[src/rtl/watch_bcd_counter.sv]
// Stopwatch time base: divides CLK to a 0.1 s tick and keeps an MM:SS.T count
// in five BCD digits, with one-cycle TICK and ROLLOVER pulses.
module watch_bcd_counter #(
    parameter int unsigned DIV = 1000000,
    parameter int unsigned PW  = 20
) (
    input  logic       CLK,
    input  logic       RESET,
    input  logic       CLKEN,
    input  logic       RST,
    output logic [3:0] TENTHS,
    output logic [3:0] SEC_LO,
    output logic [3:0] SEC_HI,
    output logic [3:0] MIN_LO,
    output logic [3:0] MIN_HI,
    output logic       TICK,
    output logic       ROLLOVER
);

    localparam logic [PW-1:0] LP_LAST = PW'(DIV - 1);

    logic [PW-1:0] r_presc;
    logic [3:0]    r_tenths, r_sec_lo, r_sec_hi, r_min_lo, r_min_hi;
    logic          r_tick, r_rollover;

    logic [PW-1:0] w_presc_nxt;
    logic [3:0]    w_tenths_nxt, w_sec_lo_nxt, w_sec_hi_nxt, w_min_lo_nxt, w_min_hi_nxt;
    logic          w_tick, w_c1, w_c2, w_c3, w_c4, w_c5;

    // ">=" rather than "==" so an out-of-range digit or prescaler self-recovers on the next tick
    always_comb begin
        w_tick      = CLKEN && (r_presc >= LP_LAST);
        w_presc_nxt = r_presc;
        if (CLKEN) begin
            w_presc_nxt = w_tick ? '0 : r_presc + 1'b1;
        end

        w_c1 = w_tick && (r_tenths >= 4'd9);
        w_c2 = w_c1   && (r_sec_lo >= 4'd9);
        w_c3 = w_c2   && (r_sec_hi >= 4'd5);
        w_c4 = w_c3   && (r_min_lo >= 4'd9);
        w_c5 = w_c4   && (r_min_hi >= 4'd5);

        w_tenths_nxt = r_tenths;
        w_sec_lo_nxt = r_sec_lo;
        w_sec_hi_nxt = r_sec_hi;
        w_min_lo_nxt = r_min_lo;
        w_min_hi_nxt = r_min_hi;
        if (w_tick) w_tenths_nxt = w_c1 ? '0 : r_tenths + 4'd1;
        if (w_c1)   w_sec_lo_nxt = w_c2 ? '0 : r_sec_lo + 4'd1;
        if (w_c2)   w_sec_hi_nxt = w_c3 ? '0 : r_sec_hi + 4'd1;
        if (w_c3)   w_min_lo_nxt = w_c4 ? '0 : r_min_lo + 4'd1;
        if (w_c4)   w_min_hi_nxt = w_c5 ? '0 : r_min_hi + 4'd1;
    end

    always_ff @(posedge CLK or posedge RESET) begin
        if (RESET) begin
            r_presc    <= '0;
            r_tenths   <= '0;
            r_sec_lo   <= '0;
            r_sec_hi   <= '0;
            r_min_lo   <= '0;
            r_min_hi   <= '0;
            r_tick     <= 1'b0;
            r_rollover <= 1'b0;
        end else if (RST) begin
            r_presc    <= '0;
            r_tenths   <= '0;
            r_sec_lo   <= '0;
            r_sec_hi   <= '0;
            r_min_lo   <= '0;
            r_min_hi   <= '0;
            r_tick     <= 1'b0;
            r_rollover <= 1'b0;
        end else begin
            r_presc    <= w_presc_nxt;
            r_tenths   <= w_tenths_nxt;
            r_sec_lo   <= w_sec_lo_nxt;
            r_sec_hi   <= w_sec_hi_nxt;
            r_min_lo   <= w_min_lo_nxt;
            r_min_hi   <= w_min_hi_nxt;
            r_tick     <= w_tick;
            r_rollover <= w_c5;
        end
    end

    assign TENTHS   = r_tenths;
    assign SEC_LO   = r_sec_lo;
    assign SEC_HI   = r_sec_hi;
    assign MIN_LO   = r_min_lo;
    assign MIN_HI   = r_min_hi;
    assign TICK     = r_tick;
    assign ROLLOVER = r_rollover;

endmodule

[config.mk]
export PLATFORM = sky130hd
export DESIGN_NAME = watch_bcd_counter
export DESIGN_NICKNAME = d
export VERILOG_FILES = /design/src/rtl/watch_bcd_counter.sv
export SDC_FILE = /design/constraint.sdc
export NUM_CORES = 1
export LEC_CHECK = 0
export ABC_AREA = 1
export CAP_MARGIN = 20
export CORE_MARGIN = 2
export CORE_UTILIZATION = 47
export CTS_CLUSTER_DIAMETER = 100
export DETAILED_ROUTE_END_ITERATION = 12
export GPL_ROUTABILITY_DRIVEN = 1
export PLACE_DENSITY = 0.69
export SETUP_SLACK_MARGIN = 0.15
export SYNTH_ARGS = -nofsm -noshare
export SYNTH_HDL_FRONTEND = slang
export SYNTH_SLANG_ARGS = --single-unit
[constraint.sdc]
create_clock -name CLK -period 3.6 [get_ports CLK]
set_input_delay 0.72 -clock CLK [delete_from_list [all_inputs] [get_ports CLK]]
set_output_delay 0.72 -clock CLK [all_outputs]
set_load 0.02 [all_outputs]
==> metrics.md <==
| Metric | Value |
|---|---|
| Run status | finished, final reports clean |
| Pin count of the biggest net entering global routing | 43 |
| TritonCTS buffer count | 5 |
| GRT Overall Usage | 17.2% |
| Antenna Nets Post-Route | 0 |
| Hold Fails Final Rpt | 0 |
| Placed Instances | 384 |
| Critical path arrival | 2.57 ns |
| Root cell of the clock tree | clkbuf_8 |
| Dominant cells by area after synthesis | dfrtp_1 (42%), ha_1 (8.0%), nand2_1 (7.2%), xor2_1 (5.6%), inv_1 (4.9%) |
| Vias | 1949 |
| Port buffer count | 25 |
| Post-CTS repair timing setup buffer count | 0 |
| # H-tree levels | 2 |
| HPWL after DPL | 3390 um |
| WL/cell | 11.9 um |
| HP Class | reg -> reg |
| Leak Pwr | 1.35 nW |
| Period minus WS final | 2.36 ns |
| Syn_area_per_cell | 8.61 um2 |
| Core area | 5140 um2 |
| Final Cycle Share | 65.4% |
| Yosys reg bits | 42 |
| Nature of the critical path endpoint | register |
| Die X-Extent | 77.1 um |
| Worst reg2reg path depth | 10 |
| Slew Viols, Final | 0 |
| Critical R2R Launch | r_presc[6] |
| Worst path required time | 3.81 ns |
| Critical Path Start | RST |
| Worst setup path end | TENTHS[2] |
| Worst slew margin | 64.9% |
| Synth warn | 0 |
| Crit path max fanout | 25 |
| Asr flop ratio synth | 100% |
| Initial core utilization | 48.9% |
| Initial antenna violation count | 0 |
| Power Density | 308 nW/um2 |
| R2R Setup Slk | 1.72 ns |
| Area grow syn2layout | 17.5% |
| CTS tree | done |
| Worst-path clk slew | 0.08 ns |
| Post-synth top cells | nand2_1 (48), dfrtp_1 (42), inv_1 (33) |
| FP Rows | 26 |
| Final core utilization | 57.4% |
| FMAX | 0.425 GHz |
| Fraction of layout cells with a size suffix above 1 | 13.7% |
| Residual DRC count | 0 |
| Max-cap viol count | 0 |
| RSZ-0062 raised after global routing | false |
| Main synth FF type | dfrtp_1 |
| Synth Instances | 292 |
| Slew @ Worst Pin | 0.526 ns |
| Most numerous cell in the Yosys netlist | nand2_1 |
| Post-CTS resize count | 0 |
| Final nets | 341 |
| WHS | 0.524 ns |
| 1st-pass router iterations | 4 |
| Clk_lat worst skew | 0.30 ns |
| Die area | 5950 um2 |
| Number of vias per cell | 4.98 |
| Post-synth EDFFs | 0 |
| Post-synth top area cell | dfrtp_1 |
| Yosys top cell area share | 41.8% |
| Critical Path Start Type | input pin |
| TNS Setup | 0 ns |
| Register area share after synthesis | 41.8% |
| Total Wirelength | 4670 um |
| Peak supply drop | 0.158 mV |
| Synthesized Nets | 312 |
| Clk_skew | 0.0134 ns |
| DRT iter0 DRCs | 98 |
| Synth cell types | 34 |
| Placer Congestion | 0.830 |
| Number of global-route vias before repair | 1875 |
| I/O Pins | 26 |
| ANT cells | 0 |
| # hold bufs at CTS | 0 |
| Die height | 77.1 um |
| Synthesized cell area | 2510 um2 |
| Maximum root-to-sink buffer count | 2 |
| Fin cells | 391 |
| Clock sink count | 42 |
| First-pass GRT wire length | 8330 um |
| # setup viols final | 0 |
| FF-to-FF End | TENTHS[2] |
| Crit Path Category | in -> reg |
| Overall Power | 910 uW |
| Grt total ovfl | 0 |
## placed cells by master, fill, tap and decap left out, types with 2 or more instances in the layout
master,count
xnor2_1,4
inv_1,33
ha_1,16
a21boi_0,2
nor3_1,6
nor2_1,32
nor2_2,9
o21ai_0,12
clkdlybuf4s50_1,25
clkbuf_8,6
xor2_1,16
nand4_1,12
nand2_2,4
a21oi_1,5
nor3_2,2
nand3_2,4
nand3_1,16
inv_2,7
dfrtp_1,42
nand2_1,48
nor4_1,2
nor3b_2,3
nor2_4,3
## sequential cells by signal, indices dropped and copies added (netlist names)
name	count
TICK	1
SEC_HI	4
ROLLOVER	1
MIN_LO	4
TENTHS	4
MIN_HI	4
SEC_LO	4
r_presc	20
## metrics by stage
step,instance area [um2],setup WS (ns)
2_1_floorplan,2510,1.83
6_report,2950,1.24
3_3_place_gp,2840,0.998
3_5_place_dp,2840,0.902
5_1_grt,2950,1.08
4_1_cts,2950,1.23
## critical path: stages
cell and delay (ns):
clkdlybuf4s50_1 0.60, inv_1 0.45, nand2_2 0.40, and3_1 0.27, nor3_1 0.13
## routing by layer
metal  up-vias  part of all wire [%]  GRT usage [%]  routed length (um)
li1        992                     -              -                   -
met1       918                    46           21.5                2160
met2        31                    49           29.7                2300
met3         8                   3.2           3.76                 148
met4         0                   1.4           5.36                  65
met5         -                     0              0                   0
## how the worst min path moves through the flow
stage | start | to | slack [ns] | cells past startpoint
final | r_presc[19] | r_presc[19] | 0.52 | 2
after global routing | TENTHS[3] | TENTHS[3] | 0.58 | 2
after CTS | r_presc[19] | r_presc[19] | 0.53 | 2
after detailed placement | r_presc[19] | r_presc[19] | 0.52 | 2
after global placement | r_presc[19] | r_presc[19] | 0.51 | 2
after floorplan | r_presc[19] | r_presc[19] | 0.50 | 2
## cell type report
type                       count  area, um2
fill                         483       2190
multi-input combinational    205       1290
sequential                    42       1050
timing repair buffer          26        258
inverter                      41        154
tap                           70       87.6
clock buffer                   6       82.6
clock inverter                 1       30.0
## kinds of logic after synthesis
kind of cell / after synthesis / synth area share (%)
and+or+nand+nor: 146 / 31.2
buffers and inverters: 45 / 6.87
DFF: 42 / 41.8
AOI/OAI and AO/OA: 23 / 5.23
xor gates and xnor gates: 20 / 6.97
adders and majority gates: 16 / 7.96
## where the power goes
part / switching (mW) / internal, mW
Sequential: 0.00410 / 0.475
Combinational: 0.0348 / 0.0136
Clock: 0.161 / 0.222
Note: power is estimated with default switching activity, not from simulation.
